### src/rtl/deadlock_param_monitor_if.sv
// Monitor handshake bundle: enable/clear, blocked/idle flag vectors in, sticky verdict out.
// Slave modport faces the monitor, master modport faces whatever drives and observes it.
interface deadlock_param_monitor_if #(
  parameter int N_AXIS = 2,
  parameter int N_INST = 5,
  parameter int N_BLK  = 1,
  parameter int CNT_W  = 16
);
  logic              i_enable;
  logic              i_clear;
  logic [N_AXIS-1:0] i_axis_block_sigs;
  logic [N_INST-1:0] i_inst_idle_sigs;
  logic [N_BLK-1:0]  i_inst_block_sigs;
  logic              o_block;
  logic              o_block_pulse;
  logic [CNT_W-1:0]  o_stall_cnt;
  logic [N_AXIS-1:0] o_cause_axis;
  logic [N_BLK-1:0]  o_cause_inst;
  logic [1:0]        o_mon_state;

  modport slave (
    input  i_enable, i_clear, i_axis_block_sigs, i_inst_idle_sigs, i_inst_block_sigs,
    output o_block, o_block_pulse, o_stall_cnt, o_cause_axis, o_cause_inst, o_mon_state
  );

  modport master (
    output i_enable, i_clear, i_axis_block_sigs, i_inst_idle_sigs, i_inst_block_sigs,
    input  o_block, o_block_pulse, o_stall_cnt, o_cause_axis, o_cause_inst, o_mon_state
  );
endinterface

### src/rtl/deadlock_param_monitor.sv
// Declares deadlock once the blocked-flag vector stays unchanged for HOLD_CYCLES cycles.
// Verdict registered on the HOLD_CYCLES-th stable edge; purely observational, exerts no backpressure.
module deadlock_param_monitor #(
  parameter int N_AXIS      = 2,
  parameter int N_INST      = 5,
  parameter int N_BLK       = 1,
  parameter int HOLD_CYCLES = 16,
  parameter int CNT_W       = 16
) (
  input logic                   i_clk,
  input logic                   i_rst_n,
  deadlock_param_monitor_if.slave mon
);
  localparam int VEC_W = N_AXIS + N_BLK;
  localparam logic [CNT_W-1:0] CNT_MAX = '1;
  localparam logic [CNT_W-1:0] HOLD    = CNT_W'(HOLD_CYCLES);
  localparam logic [CNT_W-1:0] CNT_ONE = CNT_W'(1);

  typedef enum logic [1:0] {
    S_IDLE     = 2'd0,
    S_ARMED    = 2'd1,
    S_DEADLOCK = 2'd2
  } state_t;

  state_t            r_state;
  logic              r_block;
  logic              r_block_pulse;
  logic [CNT_W-1:0]  r_stall_cnt;
  logic [VEC_W-1:0]  r_snap;
  logic [N_AXIS-1:0] r_cause_axis;
  logic [N_BLK-1:0]  r_cause_inst;

  logic [VEC_W-1:0]  w_vec;
  logic              w_cand;
  logic [CNT_W-1:0]  w_cnt_inc;
  logic              w_enter;

  assign w_vec     = {mon.i_inst_block_sigs, mon.i_axis_block_sigs};
  assign w_cand    = mon.i_enable & (|w_vec) & ~(&mon.i_inst_idle_sigs);
  assign w_cnt_inc = (r_stall_cnt == CNT_MAX) ? r_stall_cnt : r_stall_cnt + CNT_ONE;

  // Entry fires either straight from IDLE (single-cycle hold) or when the stable count reaches the hold.
  assign w_enter = w_cand &&
                   (((r_state == S_IDLE) && (HOLD_CYCLES == 1)) ||
                    ((r_state == S_ARMED) && (w_vec == r_snap) && (w_cnt_inc == HOLD)));

  always_ff @(posedge i_clk or negedge i_rst_n) begin
    if (!i_rst_n) begin
      r_state       <= S_IDLE;
      r_block       <= 1'b0;
      r_block_pulse <= 1'b0;
      r_stall_cnt   <= '0;
      r_snap        <= '0;
      r_cause_axis  <= '0;
      r_cause_inst  <= '0;
    end else begin
      r_block_pulse <= 1'b0;
      if (mon.i_clear) begin
        r_state      <= S_IDLE;
        r_block      <= 1'b0;
        r_stall_cnt  <= '0;
        r_snap       <= '0;
        r_cause_axis <= '0;
        r_cause_inst <= '0;
      end else begin
        case (r_state)
          S_IDLE: begin
            if (w_cand) begin
              r_snap      <= w_vec;
              r_stall_cnt <= CNT_ONE;
              r_state     <= S_ARMED;
            end else begin
              r_stall_cnt <= '0;
            end
          end
          S_ARMED: begin
            if (!w_cand) begin
              r_state     <= S_IDLE;
              r_stall_cnt <= '0;
              r_snap      <= '0;
            end else if (w_vec != r_snap) begin
              r_snap      <= w_vec;
              r_stall_cnt <= CNT_ONE;
            end else begin
              r_stall_cnt <= w_cnt_inc;
            end
          end
          S_DEADLOCK: r_stall_cnt <= w_cnt_inc;
          default: begin
            r_state     <= S_IDLE;
            r_stall_cnt <= '0;
            r_snap      <= '0;
          end
        endcase
        if (w_enter) begin
          r_state       <= S_DEADLOCK;
          r_block       <= 1'b1;
          r_block_pulse <= 1'b1;
          r_cause_axis  <= mon.i_axis_block_sigs;
          r_cause_inst  <= mon.i_inst_block_sigs;
        end
      end
    end
  end

  assign mon.o_block       = r_block;
  assign mon.o_block_pulse = r_block_pulse;
  assign mon.o_stall_cnt   = r_stall_cnt;
  assign mon.o_cause_axis  = r_cause_axis;
  assign mon.o_cause_inst  = r_cause_inst;
  assign mon.o_mon_state   = r_state;
endmodule

### src/flat_wrapper.sv
// flat-port wrapper written by rule: the top's interface ports become plain ports
module deadlock_param_monitor_flat 
#(
  parameter int N_AXIS      = 2,
  parameter int N_INST      = 5,
  parameter int N_BLK       = 1,
  parameter int HOLD_CYCLES = 16,
  parameter int CNT_W       = 16
)
  (i_clk, i_rst_n, mon_i_enable, mon_i_clear, mon_i_axis_block_sigs, mon_i_inst_idle_sigs, mon_i_inst_block_sigs, mon_o_block, mon_o_block_pulse, mon_o_stall_cnt, mon_o_cause_axis, mon_o_cause_inst, mon_o_mon_state);
  deadlock_param_monitor_if #(.N_AXIS(N_AXIS), .N_INST(N_INST), .N_BLK(N_BLK), .CNT_W(CNT_W)) mon_i ();
  input logic i_clk;
  input logic i_rst_n;
  input wire logic [$bits(mon_i.i_enable)-1:0] mon_i_enable;
  input wire logic [$bits(mon_i.i_clear)-1:0] mon_i_clear;
  input wire logic [$bits(mon_i.i_axis_block_sigs)-1:0] mon_i_axis_block_sigs;
  input wire logic [$bits(mon_i.i_inst_idle_sigs)-1:0] mon_i_inst_idle_sigs;
  input wire logic [$bits(mon_i.i_inst_block_sigs)-1:0] mon_i_inst_block_sigs;
  output wire logic [$bits(mon_i.o_block)-1:0] mon_o_block;
  output wire logic [$bits(mon_i.o_block_pulse)-1:0] mon_o_block_pulse;
  output wire logic [$bits(mon_i.o_stall_cnt)-1:0] mon_o_stall_cnt;
  output wire logic [$bits(mon_i.o_cause_axis)-1:0] mon_o_cause_axis;
  output wire logic [$bits(mon_i.o_cause_inst)-1:0] mon_o_cause_inst;
  output wire logic [$bits(mon_i.o_mon_state)-1:0] mon_o_mon_state;
  assign mon_i.i_enable = mon_i_enable;
  assign mon_i.i_clear = mon_i_clear;
  assign mon_i.i_axis_block_sigs = mon_i_axis_block_sigs;
  assign mon_i.i_inst_idle_sigs = mon_i_inst_idle_sigs;
  assign mon_i.i_inst_block_sigs = mon_i_inst_block_sigs;
  assign mon_o_block = mon_i.o_block;
  assign mon_o_block_pulse = mon_i.o_block_pulse;
  assign mon_o_stall_cnt = mon_i.o_stall_cnt;
  assign mon_o_cause_axis = mon_i.o_cause_axis;
  assign mon_o_cause_inst = mon_i.o_cause_inst;
  assign mon_o_mon_state = mon_i.o_mon_state;
  deadlock_param_monitor #(.N_AXIS(N_AXIS), .N_INST(N_INST), .N_BLK(N_BLK), .HOLD_CYCLES(HOLD_CYCLES), .CNT_W(CNT_W)) u_core (.i_clk(i_clk), .i_rst_n(i_rst_n), .mon(mon_i));
endmodule
### config.mk
export PLATFORM = sky130hd
export DESIGN_NAME = deadlock_param_monitor_flat
export DESIGN_NICKNAME = d
export VERILOG_FILES = /design/src/rtl/deadlock_param_monitor_if.sv /design/src/rtl/deadlock_param_monitor.sv /design/src/flat_wrapper.sv
export SDC_FILE = /design/constraint.sdc
export NUM_CORES = 1
export LEC_CHECK = 0
export ABC_AREA = 1
export BUFFER_PORTS_ARGS = -buffer_cell sky130_fd_sc_hd__buf_4
export CAP_MARGIN = 0
export CORE_MARGIN = 2
export CORE_UTILIZATION = 61
export CTS_BUF_LIST = sky130_fd_sc_hd__clkbuf_8
export DETAILED_ROUTE_END_ITERATION = 10
export PLACE_DENSITY_LB_ADDON = 0.12
export SYNTH_ARGS = -nofsm -noshare
export SYNTH_HDL_FRONTEND = slang
export SYNTH_SLANG_ARGS = --single-unit
### constraint.sdc
create_clock -name i_clk -period 4 [get_ports i_clk]
set_input_delay 0.4 -clock i_clk [delete_from_list [all_inputs] [get_ports i_clk]]
set_output_delay 0.4 -clock i_clk [all_outputs]
set_load 0.05 [all_outputs]
# == After elaboration in Yosys (flattened, before gate mapping) ==
# Index checks and enable logic that the tools add are counted.
# op_classes
addsub,1
eq_ne,12
n_mux,24
n_bitwise,3
n_reduce_logical,9
# op_table
cell,n
16-bit 2-to-1 mux,4
16-bit one-hot mux with 3 select lines,1
"16-bit by 1-bit adder with 16-bit output, second input constant",1
"16-bit equality test, second input constant",1
"16-bit by 5-bit equality test with 1-bit output, second input constant",1
2-bit 2-to-1 mux,6
3-bit 2-to-1 mux,4
3-bit one-hot mux with 3 select lines,1
"4-bit != test, second input constant",2
1-bit 2-to-1 mux,7
"3-bit by 2-bit != test with 1-bit output, second input constant",2
2-bit one-hot mux with 3 select lines,1
3-bit AND reduction,2
5-bit AND reduction,1
"4-bit by 2-bit != test with 1-bit output, second input constant",1
3-bit equality test,1
1-bit logical AND,3
3-bit != test,1
3-bit OR reduction,1
1-bit AND,2
"2-bit by 1-bit equality test with 1-bit output, second input constant",1
"2-bit equality test, second input constant",1
2-bit zero test,1
"2-bit != test, second input constant",1
other kinds (2),2
# totals
ff_bits,26
out_inout_bits,23

# == Logic depth before layout (Yosys ltp) ==
# Gate-level depths: netlist (run 1).
# depth
ltp_word,7
depth_mapped,15
mapped_depth_nobuf,15

# == Worst setup path after synthesis (run 1) ==
# OpenSTA, ideal clock, no wires.
# synth_timing
path_kind,reg-to-reg
startpoint,register u_core.r_stall_cnt[1] (netlist: u_core.mon.o_stall_cnt[1])
endpoint,register u_core.r_cause_axis[0] (netlist: u_core.mon.o_cause_axis[0])
setup_ns,0.120
t_arrival_ns,2.196
t_required_ns,3.880
path_slack_ns,1.684
path_stages_with_launch,16
n_path_buf,1
synth_period_minus_slack_ns,2.316
path_cell_list,dfrtp_1 ha_1 inv_1 nor2_4 nand2_4 nor2_8 inv_4 buf_6 nand2_2 nand2_2 nor2_2 nand3_1 nor2_2 nand3_2 nand3_1 nand2_1
# synth_via
elab_chain_cells,6
elab_cells_between_ends,7
classes_between,add/sub: 1; eq/ne: 2; mux: 1; reduce/logical: 3
# synth_rtl
element,line,text
start: declaration,deadlock_param_monitor.sv:28,logic [CNT_W-1:0] r_stall_cnt;
start signal: assignment,deadlock_param_monitor.sv:85,r_stall_cnt <= w_cnt_inc;
start signal: assignment,deadlock_param_monitor.sv:88,S_DEADLOCK: r_stall_cnt <= w_cnt_inc;
16-bit by 1-bit adder with 16-bit output or 16-bit equality test (tied branches),deadlock_param_monitor.sv:40,assign w_cnt_inc = (r_stall_cnt == CNT_MAX) ? r_stall_cnt : r_stall_cnt + CNT_ONE;
16-bit 2-to-1 mux (*),deadlock_param_monitor.sv:40,
16-bit by 5-bit equality test with 1-bit output (*),deadlock_param_monitor.sv:45,((r_state == S_ARMED) && (w_vec == r_snap) && (w_cnt_inc == HOLD)));
1-bit logical AND (*),deadlock_param_monitor.sv:45,
1-bit logical AND (*),deadlock_param_monitor.sv:43,assign w_enter = w_cand &&
2-bit nonzero test (no source line) (*),n/a,
end signal: assignment,deadlock_param_monitor.sv:99,r_cause_axis <= mon.i_axis_block_sigs;
end: declaration,deadlock_param_monitor.sv:30,logic [N_AXIS-1:0] r_cause_axis;
# Mark *: on every way between the ends. The rest lies on a longest branch, timed or not.
# A chain may end at the register's enable or synchronous reset.

# == Worst setup path in the final report (run 1) ==
# layout_timing
startpoint,register u_core.r_stall_cnt[0] (netlist: u_core.mon.o_stall_cnt[0])
endpoint,register u_core.r_cause_inst (netlist: u_core.mon.o_cause_inst)
# layout_via
elab_chain_cells,6
elab_cells_between_ends,7
classes_between,add/sub: 1; eq/ne: 2; mux: 1; reduce/logical: 3
# layout_rtl
element,line,text
16-bit by 1-bit adder with 16-bit output or 16-bit equality test (tied branches),deadlock_param_monitor.sv:40,
16-bit 2-to-1 mux (*),deadlock_param_monitor.sv:40,
16-bit by 5-bit equality test with 1-bit output (*),deadlock_param_monitor.sv:45,
1-bit logical AND (*),deadlock_param_monitor.sv:45,
1-bit logical AND (*),deadlock_param_monitor.sv:43,
2-bit nonzero test (no source line) (*),n/a,
end signal: assignment,deadlock_param_monitor.sv:100,r_cause_inst <= mon.i_inst_block_sigs;
end: declaration,deadlock_param_monitor.sv:31,logic [N_BLK-1:0] r_cause_inst;
# Marked as above.

==> metrics.csv, run 1 <==
metric;value;unit
WP buf/inv;1;
minimum clock period;2.20;ns
Rows;19;
Final period util;0.551;
syn_nets;268;
DRC Markers;0;
clk root buf;clkbuf_8;
Unique masters post-synth;30;
crit-path cells;ha_1 > inv_1 > nor2_4 > nand2_4 > nor2_2 > o21ai_0 > nor2_1 > nand3_1 > nor2_2 > nand3_2 > nand3_1 > nand2_1;
CTS sink count;26;
syn_area_per_cell;6.92;um^2
clock tree from TritonCTS;yes;
Max Clock Skew;0.00284;ns
Slew Viols, Final;0;
IO Count;35;
WL/cell;13.6;um
final wirelength;4370;um
leakage power;1.00;nW
die area;3340;um^2
Reg-to-Reg End;u_core.mon.o_cause_inst$_DFFE_PN0P_;
slew margin rel.;0.187;
Hold-fix buffers, CTS;0;
arrival time worst endpoint;2.36;ns
FF-to-FF setup slack;1.80;ns
fillcell total;228;
antenna cells;0;
routed vias;1818;
core area;2760;um^2
Post-synth EDFFs;0;
Post-synth ARST share;1.00;
antenna-violating nets left;0;
Max Root-Sink Buffers;2;
gr ovfl total;0;
Crit-path slowest cell;dfrtp_1;
Yosys Warn Count;0;
vias per cell;5.66;
Final Power;497;uW
Post-CTS Resized;0;
Max VDD drop;0.261;mV
crit start category;flip-flop;
RSZ-0062 raised after global routing;false;
PD cells;237;nW/um^2
Synth Cell Area;1760;um^2
worst min path class;input port to asynchronous set/reset pin;
Final Hold Viols;0;
busiest grt layer;met2;
GRT Overall Usage;0.286;
critical path class;flip-flop to flip-flop;
Final GP Congestion;0.903;
synthesized instance count;255;
commonest non-fill, non-tap cell in the layout;nand2_1;
post-synthesis sequential area ratio;0.369;
Post-CTS Setup Bufs;0;
nets;304;
post-route setup TNS;0;ns
met1 usage;0.366;
Slew @ Worst Pin;1.21;ns
met3 Use GR;0.0357;
outcome;complete, no violations;
setup violators final;0;
CP max FO;6;
initial antenna violation count;0;
vias in the first global route;1691;
Die X;57.8;um
f_max;0.454;GHz
Main synth FF type;dfrtp_1;
worst r2r src;u_core.mon.o_stall_cnt[0]$_DFF_PN0_;
most frequent cells in the layout;58 x nand2_1, 44 x nor2_1, 34 x inv_1, 34 x buf_4, 28 x nand3_1;
post-DP HPWL;3470;um
maxcap violations;0;
starting density of the core;0.640;
r2r worst-path depth;12;
largest net degree at the start of global routing;27;
CP max stage delay;0.43;ns
crit-path leading delay family;simple AND/OR/NAND/NOR gates;
Num CTS Buffers;3;
H-Tree Depth;1;
DR iter-0 viols;87;
met2 track utilization from global routing;0.508;
first-pass iteration count of the detailed router;4;
Clock Latency Late Sink;0.27;ns
Critical Path RT;4.16;ns
Crit. End Element;flip-flop;
clock slew at reported path FFs;0.09;ns
Port Buffers;34;
height of the die;57.8;um
#FFs+latches synth;26;
ratio of cells with drive above 1 in the final layout;0.193;
area growth from synthesis to layout;18.7;%
global-route wire length before repair;7400;um
sequential cells by signal, summed over array words and instances, names as in the netlist:
register / flops
u_core.mon.o_cause_inst: 1
u_core.mon.o_mon_state: 2
u_core.r_snap: 3
u_core.mon.o_stall_cnt: 16
u_core.mon.o_cause_axis: 2
u_core.mon.o_block_pulse: 1
u_core.mon.o_block: 1
logic make-up after synthesis:
group / synth area share
buf+inv: 0.0894
flops: 0.369
xor+xnor: 0.0397
simple gates: 0.417
fa+ha+maj: 0.00709
compound gates: 0.0780
routing by layer:
metal  share of wire  vias up  wire (um)
met5               0        -          0
met3           0.065        6        282
met1            0.42      847       1840
met2            0.50       79       2190
li1                -      886          -
met4           0.013        0         56
worst max-delay path by stage:
stage                                        start                                      to  slack, ns  depth (start not counted)
2_1_floorplan  u_core.mon.o_stall_cnt[1]$_DFF_PN0_  u_core.mon.o_cause_axis[0]$_DFFE_PN0P_       1.68                         15
3_3_place_gp              mon_i_axis_block_sigs[0]            u_core.r_snap[0]$_DFFE_PN0P_       1.81                          5
3_5_place_dp              mon_i_axis_block_sigs[0]            u_core.r_snap[2]$_DFFE_PN0P_       1.69                          6
4_1_cts        u_core.mon.o_stall_cnt[1]$_DFF_PN0_     u_core.mon.o_cause_inst$_DFFE_PN0P_       1.81                         12
5_1_grt        u_core.mon.o_stall_cnt[0]$_DFF_PN0_     u_core.mon.o_cause_inst$_DFFE_PN0P_       1.61                         12
6_report       u_core.mon.o_stall_cnt[0]$_DFF_PN0_     u_core.mon.o_cause_inst$_DFFE_PN0P_       1.80                         12
stage by stage:
stage	area (um^2)	cells	setup WS (ns)	util	hold slack (ns)
after detailed placement	2040	317	1.69	0.739	0.328
after CTS	2090	321	1.81	0.759	0.0358
after global routing	2090	321	1.61	0.759	0.0391
final	2090	321	1.80	0.759	0.0240
after global placement	2040	317	1.81	0.739	0.324
after floorplan	1760	255	1.68	-	0.104
power breakdown:
part	total, mW	internal [mW]	switching (mW)
logic	0.0558	0.0205	0.0353
registers	0.271	0.267	0.00430
clock network	0.169	0.0880	0.0814
total	0.497	0.375	0.121
final cells by class:
type	instances	area [um^2]	share of cell area
clock buffer	4	55.1	0.0263
inverter	36	138	0.0658
multi-input combinational	190	956	0.457
sequential	26	651	0.311
tap	31	38.8	0.0185
timing repair buffer	34	255	0.122
cell usage after synthesis (2+ instances only):
master / count / share of area
dfrtp_1: 26 / 0.37
nor2_2: 5 / 0.018
o21bai_1: 2 / 0.0085
o211ai_1: 2 / 0.0085
xnor2_1: 7 / 0.035
nand2_1: 58 / 0.12
inv_1: 34 / 0.072
a21oi_1: 6 / 0.017
nand3_1: 28 / 0.079
nor2_1: 44 / 0.094
o21ai_0: 9 / 0.026
nand2_2: 4 / 0.014
nor2_4: 3 / 0.019
nand4_1: 11 / 0.039
worst reg2reg max path, stage by stage (launching register included):
cell and delay (ns):
dfrtp_1 0.43, ha_1 0.26, inv_1 0.11, nor2_4 0.16
nand2_4 0.09, nor2_2 0.17, o21ai_0 0.20, nor2_1 0.18
nand3_1 0.11, nor2_2 0.10, nand3_2 0.12, nand3_1 0.10
nand2_1 0.07
No activity file was read; power rests on OpenSTA's default activity.
==> run 2, diff against run 1 <==
--- a/config.mk
+++ b/config.mk
@@ -9,7 +9,7 @@
 export BUFFER_PORTS_ARGS = -buffer_cell sky130_fd_sc_hd__buf_4
 export CAP_MARGIN = 0
 export CORE_MARGIN = 2
-export CORE_UTILIZATION = 61
+export CORE_UTILIZATION = 51
 export CTS_BUF_LIST = sky130_fd_sc_hd__clkbuf_8
 export DETAILED_ROUTE_END_ITERATION = 10
 export PLACE_DENSITY_LB_ADDON = 0.12
==> constraint.sdc (replaced) <==
create_clock -name i_clk -period 2 [get_ports i_clk]
set_input_delay 0.2 -clock i_clk [delete_from_list [all_inputs] [get_ports i_clk]]
set_output_delay 0.2 -clock i_clk [all_outputs]
set_load 0.05 [all_outputs]
==> metrics.csv, run 2 (same netlist as run 1, synthesis figures left out) <==
metric;value;unit;change
Port Buffers;34;;unchanged
GRT Overall Usage;0.245;;-0.0411
ratio of cells with drive above 1 in the final layout;0.347;;+0.154
Num CTS Buffers;3;;unchanged
outcome;finished, violations left;;
post-route setup TNS;-0.0464;ns;-0.0464 ns
clock tree from TritonCTS;yes;;
Crit. End Element;flip-flop;;
vias per cell;5.29;;-6.7%
fillcell total;278;;+22%
most frequent cells in the layout;56 x nand2_1, 53 x buf_4, 38 x nor2_1, 33 x inv_1, 23 x nand3_1;;
Rows;21;;+2
vias in the first global route;1693;;+0.12%
global-route wire length before repair;7690;um;+4.0%
leakage power;1.08;nW;+7.7%
maxcap violations;0;;unchanged
gr ovfl total;0;;unchanged
Largest register FFs;16;;unchanged
Max VDD drop;0.410;mV;+57%
Slew @ Worst Pin;0.471;ns;-0.743 ns
H-Tree Depth;1;;unchanged
antenna cells;0;;unchanged
final wirelength;4840;um;+11%
Final Hold Viols;0;;unchanged
post-DP HPWL;3520;um;+1.4%
Critical Path RT;2.22;ns;-1.94 ns
minimum clock period;2.02;ns;-0.179 ns
Die X;62.8;um;+8.7%
slew margin rel.;0.685;;+0.499
DR iter-0 viols;80;;-8.0%
arrival time worst endpoint;2.24;ns;-0.12 ns
Final period util;1.01;;+0.461
Max Clock Skew;0.00475;ns;+0.00191 ns
clk root buf;clkbuf_8;;
DP Area;2140;um^2;+5.1%
Post-Layout Inst Area;2410;um^2;+15%
IO Count;35;;unchanged
PD cells;407;nW/um^2;+71%
CP max FO;8;;+2
largest net degree at the start of global routing;27;;unchanged
Final WS setup;-0.0241;ns;-1.82 ns
crit start category;flip-flop;;
routed vias;1887;;+3.8%
commonest non-fill, non-tap cell in the layout;nand2_1;;
WL/cell;13.6;um;-0.39%
f_max;0.494;GHz;+8.8%
Clock Latency Late Sink;0.28;ns;about the same
DRC Markers;0;;unchanged
critical path class;flip-flop to flip-flop;;
starting density of the core;0.529;;-0.111
Final GP Congestion;0.904;;about the same
Slew Viols, Final;0;;unchanged
setup violators final;3;;+3
CTS sink count;26;;unchanged
Max Root-Sink Buffers;2;;unchanged
antenna-violating nets left;0;;unchanged
clock slew at reported path FFs;0.09;ns;about the same
worst min path class;input port to flip-flop;;
area growth from synthesis to layout;36.7;%;
core area;3340;um^2;+21%
nets;325;;+6.9%
height of the die;62.8;um;+8.7%
first-pass iteration count of the detailed router;4;;unchanged
die area;3950;um^2;+18%
RSZ-0062 raised after global routing;true;;
initial antenna violation count;0;;unchanged
violated checks;setup timing;;
[run 2: path summary, 6_finish.rpt]
| path | from | to | slack, ns | cells past startpoint |
|---|---|---|---|---|
| setup / recovery | u_core.mon.o_stall_cnt[5]$_DFF_PN0_ | u_core.mon.o_cause_axis[1]$_DFFE_PN0P_ | -0.02 | 12 |
| min in group asynchronous | i_rst_n | u_core.r_snap[0]$_DFFE_PN0P_ | 0.36 | 2 |
| hold / removal | mon_i_clear | u_core.mon.o_block$_DFFE_PN0P_ | 0.11 | 2 |
| hold reg to reg | u_core.mon.o_cause_axis[1]$_DFFE_PN0P_ | u_core.mon.o_cause_axis[1]$_DFFE_PN0P_ | 0.53 | 2 |
| max in group asynchronous | i_rst_n | u_core.mon.o_stall_cnt[0]$_DFF_PN0_ | 1.36 | 2 |
| setup reg to reg | u_core.mon.o_stall_cnt[5]$_DFF_PN0_ | u_core.mon.o_cause_axis[1]$_DFFE_PN0P_ | -0.02 | 12 |
[run 2: per-stage QoR]
| step | setup WS [ns] | util | hold WS (ns) | std cells | power, mW |
|---|---|---|---|---|---|
| 2_1_floorplan | 0.0167 | - | -0.0956 | 255 | 0.616 |
| 3_3_place_gp | -0.0481 | 0.642 | 0.127 | 339 | 0.668 |
| 3_5_place_dp | -0.0490 | 0.642 | 0.130 | 339 | 0.669 |
| 4_1_cts | 0.00158 | 0.661 | 0.108 | 345 | 0.969 |
| 5_1_grt | -0.112 | 0.723 | 0.0967 | 357 | 1.03 |
| 6_report | -0.0241 | 0.723 | 0.106 | 357 | 0.981 |
[run 2: cell type report]
cell class,count,area [um^2],area share
Timing Repair Buffer,54,408,0.169
Clock buffer,3,41.3,0.0171
Tap cell,46,57.6,0.0239
Multi-Input combinational cell,190,1080,0.448
Timing Repair inverter,1,6.26,0.00259
Clock inverter,1,3.75,0.00156
Sequential cell,26,671,0.278
Inverter,36,145,0.0602
[run 2: where the power goes]
| group | switching [mW] | leakage [nW] | total, mW | internal (mW) |
|---|---|---|---|---|
| combinational | 0.0770 | 0.721 | 0.130 | 0.0529 |
| sequential | 0.00872 | 0.333 | 0.543 | 0.534 |
| clock | 0.170 | 0.0269 | 0.308 | 0.138 |
[run 2: routing by layer]
layer,vias to the layer above,part of all wire,wire (um),track usage
met5,-,0,0,0
met4,0,0.035,167,0.0889
met3,16,0.043,210,0.0288
met2,68,0.49,2380,0.430
met1,875,0.43,2090,0.311
li1,928,-,-,-
[run 2: critical path, stage by stage, from the launching register on]
cell	delay (ns)
dfrtp_2	0.42
nand2_1	0.19
nor2_4	0.20
nand2_4	0.10
nor2_8	0.24
nand2_2	0.08
o21ai_2	0.07
nand2_1	0.06
nor2_1	0.09
nand3_1	0.12
nor2_4	0.16
nand4_1	0.13
nand2_1	0.09
[run 2: repair_timing]
| item | in CTS | in global routing |
|---|---|---|
| pin swaps | 1 | 13 |
| hold buffers | 1 | 0 |
| endpoints found under the setup margin | 4 | 7 |
| buffers inserted | 1 | 11 |
| gates cloned | 0 | 1 |
| endpoints found under the hold margin | 26 | 0 |
| gates resized for setup | 2 | 30 |
==> run 3, diff against run 2 <==
--- a/config.mk
+++ b/config.mk
@@ -9,7 +9,7 @@
 export BUFFER_PORTS_ARGS = -buffer_cell sky130_fd_sc_hd__buf_4
 export CAP_MARGIN = 0
 export CORE_MARGIN = 2
-export CORE_UTILIZATION = 51
+export CORE_UTILIZATION = 56
 export CTS_BUF_LIST = sky130_fd_sc_hd__clkbuf_8
 export DETAILED_ROUTE_END_ITERATION = 10
 export PLACE_DENSITY_LB_ADDON = 0.12
==> constraint.sdc (replaced) <==
create_clock -name i_clk -period 1.98 [get_ports i_clk]
set_input_delay 0.198 -clock i_clk [delete_from_list [all_inputs] [get_ports i_clk]]
set_output_delay 0.198 -clock i_clk [all_outputs]
set_load 0.05 [all_outputs]
==> metrics.csv, run 3 (same netlist as run 1, synthesis figures left out) <==
metric;value;unit;change
outcome;complete, no violations;;
worst r2r src;u_core.mon.o_stall_cnt[1]$_DFF_PN0_;;
CP max FO;5;;-3
die area;3620;um^2;-8.4%
Slew Viols, Final;0;;unchanged
nets;324;;-0.31%
Slew @ Worst Pin;0.421;ns;-0.0507 ns
Port Buffers;34;;unchanged
Max VDD drop;0.429;mV;+4.7%
f_max;0.518;GHz;+4.9%
gr ovfl total;0;;unchanged
DRC Markers;0;;unchanged
commonest non-fill, non-tap cell in the layout;nand2_1;;
ratio of cells with drive above 1 in the final layout;0.352;;+0.00435
Final GP Congestion;0.890;;-1.5%
depth of the worst hold-timing path;2;;unchanged
minimum clock period;1.93;ns;-0.0949 ns
CTS sink count;26;;unchanged
core area;3030;um^2;-9.3%
FF-to-FF setup slack;0.05;ns;+0.07 ns
clock slew at reported path FFs;0.09;ns;about the same
Max Clock Skew;0.00207;ns;-0.00268 ns
final wirelength;4640;um;-4.1%
Rows;20;;-4.8%
maxcap violations;0;;unchanged
GRT Overall Usage;0.265;;+0.0194
WL/cell;13.1;um;-3.3%
first-pass iteration count of the detailed router;5;;+1
Num CTS Buffers;3;;unchanged
Critical Path RT;2.15;ns;-0.07 ns
critical path class;flip-flop to flip-flop;;
post-DP HPWL;3440;um;-2.3%
slew margin rel.;0.719;;+0.0338
antenna-violating nets left;0;;unchanged
setup violators final;0;;-3
Final Hold Viols;0;;unchanged
worst min path class;input port to flip-flop;;
Final period util;0.974;;-0.0377
RSZ-0062 raised after global routing;true;;
area growth from synthesis to layout;34.4;%;
Max Root-Sink Buffers;2;;unchanged
H-Tree Depth;1;;unchanged
Clock Latency Late Sink;0.27;ns;about the same
IO Count;35;;unchanged
clk root buf;clkbuf_8;;
Finished Layout Cells;354;;-0.84%
crit path to;u_core.mon.o_cause_axis[1]$_DFFE_PN0P_;;
r2r worst-path depth;12;;unchanged
vias per cell;5.26;;-0.44%
vias in the first global route;1630;;-3.7%
Reg-to-Reg End;u_core.mon.o_cause_axis[1]$_DFFE_PN0P_;;
CP startpoint;u_core.mon.o_stall_cnt[1]$_DFF_PN0_;;
Die X;60.1;um;-4.3%
initial antenna violation count;0;;unchanged
antenna cells;0;;unchanged
largest net degree at the start of global routing;27;;unchanged
starting density of the core;0.583;;+0.0540
clock tree from TritonCTS;yes;;
Largest register FFs;16;;unchanged
crit start category;flip-flop;;
DR iter-0 viols;100;;+25%
leakage power;1.09;nW;+0.77%
PD cells;413;nW/um^2;+1.5%
Crit. End Element;flip-flop;;
routed vias;1863;;-1.3%
final core occ;0.783;;+0.0601
global-route wire length before repair;7110;um;-7.5%
arrival time worst endpoint;2.10;ns;-0.14 ns
height of the die;60.1;um;-4.3%
placed cells;340;;+0.29%
most frequent cells in the layout;56 x nand2_1, 53 x buf_4, 35 x nor2_1, 33 x inv_1, 24 x nand3_1;;
==> run 3: cell types whose count changed in the layout (fill, tap and decap cells not counted), sizes merged <==
cell | previous run | this run
inv | 37 | 36
==> run 3: worst min path at each step <==
stage | startpoint | to | slack [ns]
2_1_floorplan | i_rst_n | u_core.mon.o_block$_DFFE_PN0P_ | -0.1
3_3_place_gp | i_rst_n | u_core.r_snap[0]$_DFFE_PN0P_ | 0.12
3_5_place_dp | i_rst_n | u_core.r_snap[0]$_DFFE_PN0P_ | 0.13
4_1_cts | mon_i_clear | u_core.mon.o_block$_DFFE_PN0P_ | 0.11
5_1_grt | mon_i_clear | u_core.mon.o_block$_DFFE_PN0P_ | 0.11
6_report | mon_i_clear | u_core.mon.o_block$_DFFE_PN0P_ | 0.11
==> run 3: per-layer routing <==
layer  wire, um  share of wire  global-route usage
met5          0              0                   0
met4        127          0.027               0.114
met3        221          0.048              0.0281
met2       2340           0.50               0.460
met1       1960           0.42               0.330
==> run 3: power breakdown <==
part | total [mW] | switching (mW) | internal [mW]
clock network | 0.305 | 0.166 | 0.139
registers | 0.547 | 0.00798 | 0.539
logic | 0.125 | 0.0753 | 0.0501
total | 0.978 | 0.250 | 0.729
==> run 3: metrics by stage <==
step,worst slack [ns],total power [mW],hold WS [ns],instance area (um^2),setup TNS [ns]
finish,0.0508,0.978,0.108,2370,0
global route,-0.113,1.02,0.107,2370,-0.476
CTS,0.0121,0.973,0.109,2240,0
detailed placement,-0.0776,0.673,0.126,2160,-0.209
global placement,-0.0475,0.673,0.122,2160,-0.131
floorplan,-0.00335,0.623,-0.0976,1800,-0.0100
==> run 3: what timing repair did <==
| action | 4_1_cts | 5_1_grt |
|---|---|---|
| endpoints found under the hold margin | 26 | 0 |
| hold buffers | 1 | 0 |
| cloned | 0 | 0 |
| buffers inserted | 3 | 6 |
| resized for setup | 2 | 27 |
| setup endpoints to repair | 5 | 7 |
| pin swaps | 1 | 4 |
==> run 3: layout make-up <==
class / instances / area, um^2
clock inverter: 1 / 3.75
inverter: 36 / 145
clock buffer: 3 / 41.3
multi-input combinational: 190 / 1050
tap: 44 / 55.1
fill: 237 / 657
sequential: 26 / 671
timing repair buffer: 54 / 408
==> run 3: worst max-delay path: stages (launching register included) <==
cell and delay [ns]:
dfrtp_2 0.41, ha_4 0.18, inv_4 0.04, nor2_4 0.12
nand2_4 0.09, nor2_2 0.18, o21ai_1 0.14, nor2_2 0.15
nand3_1 0.12, nor2_2 0.14, nand3_4 0.11, nand3_2 0.09
nand2_1 0.05
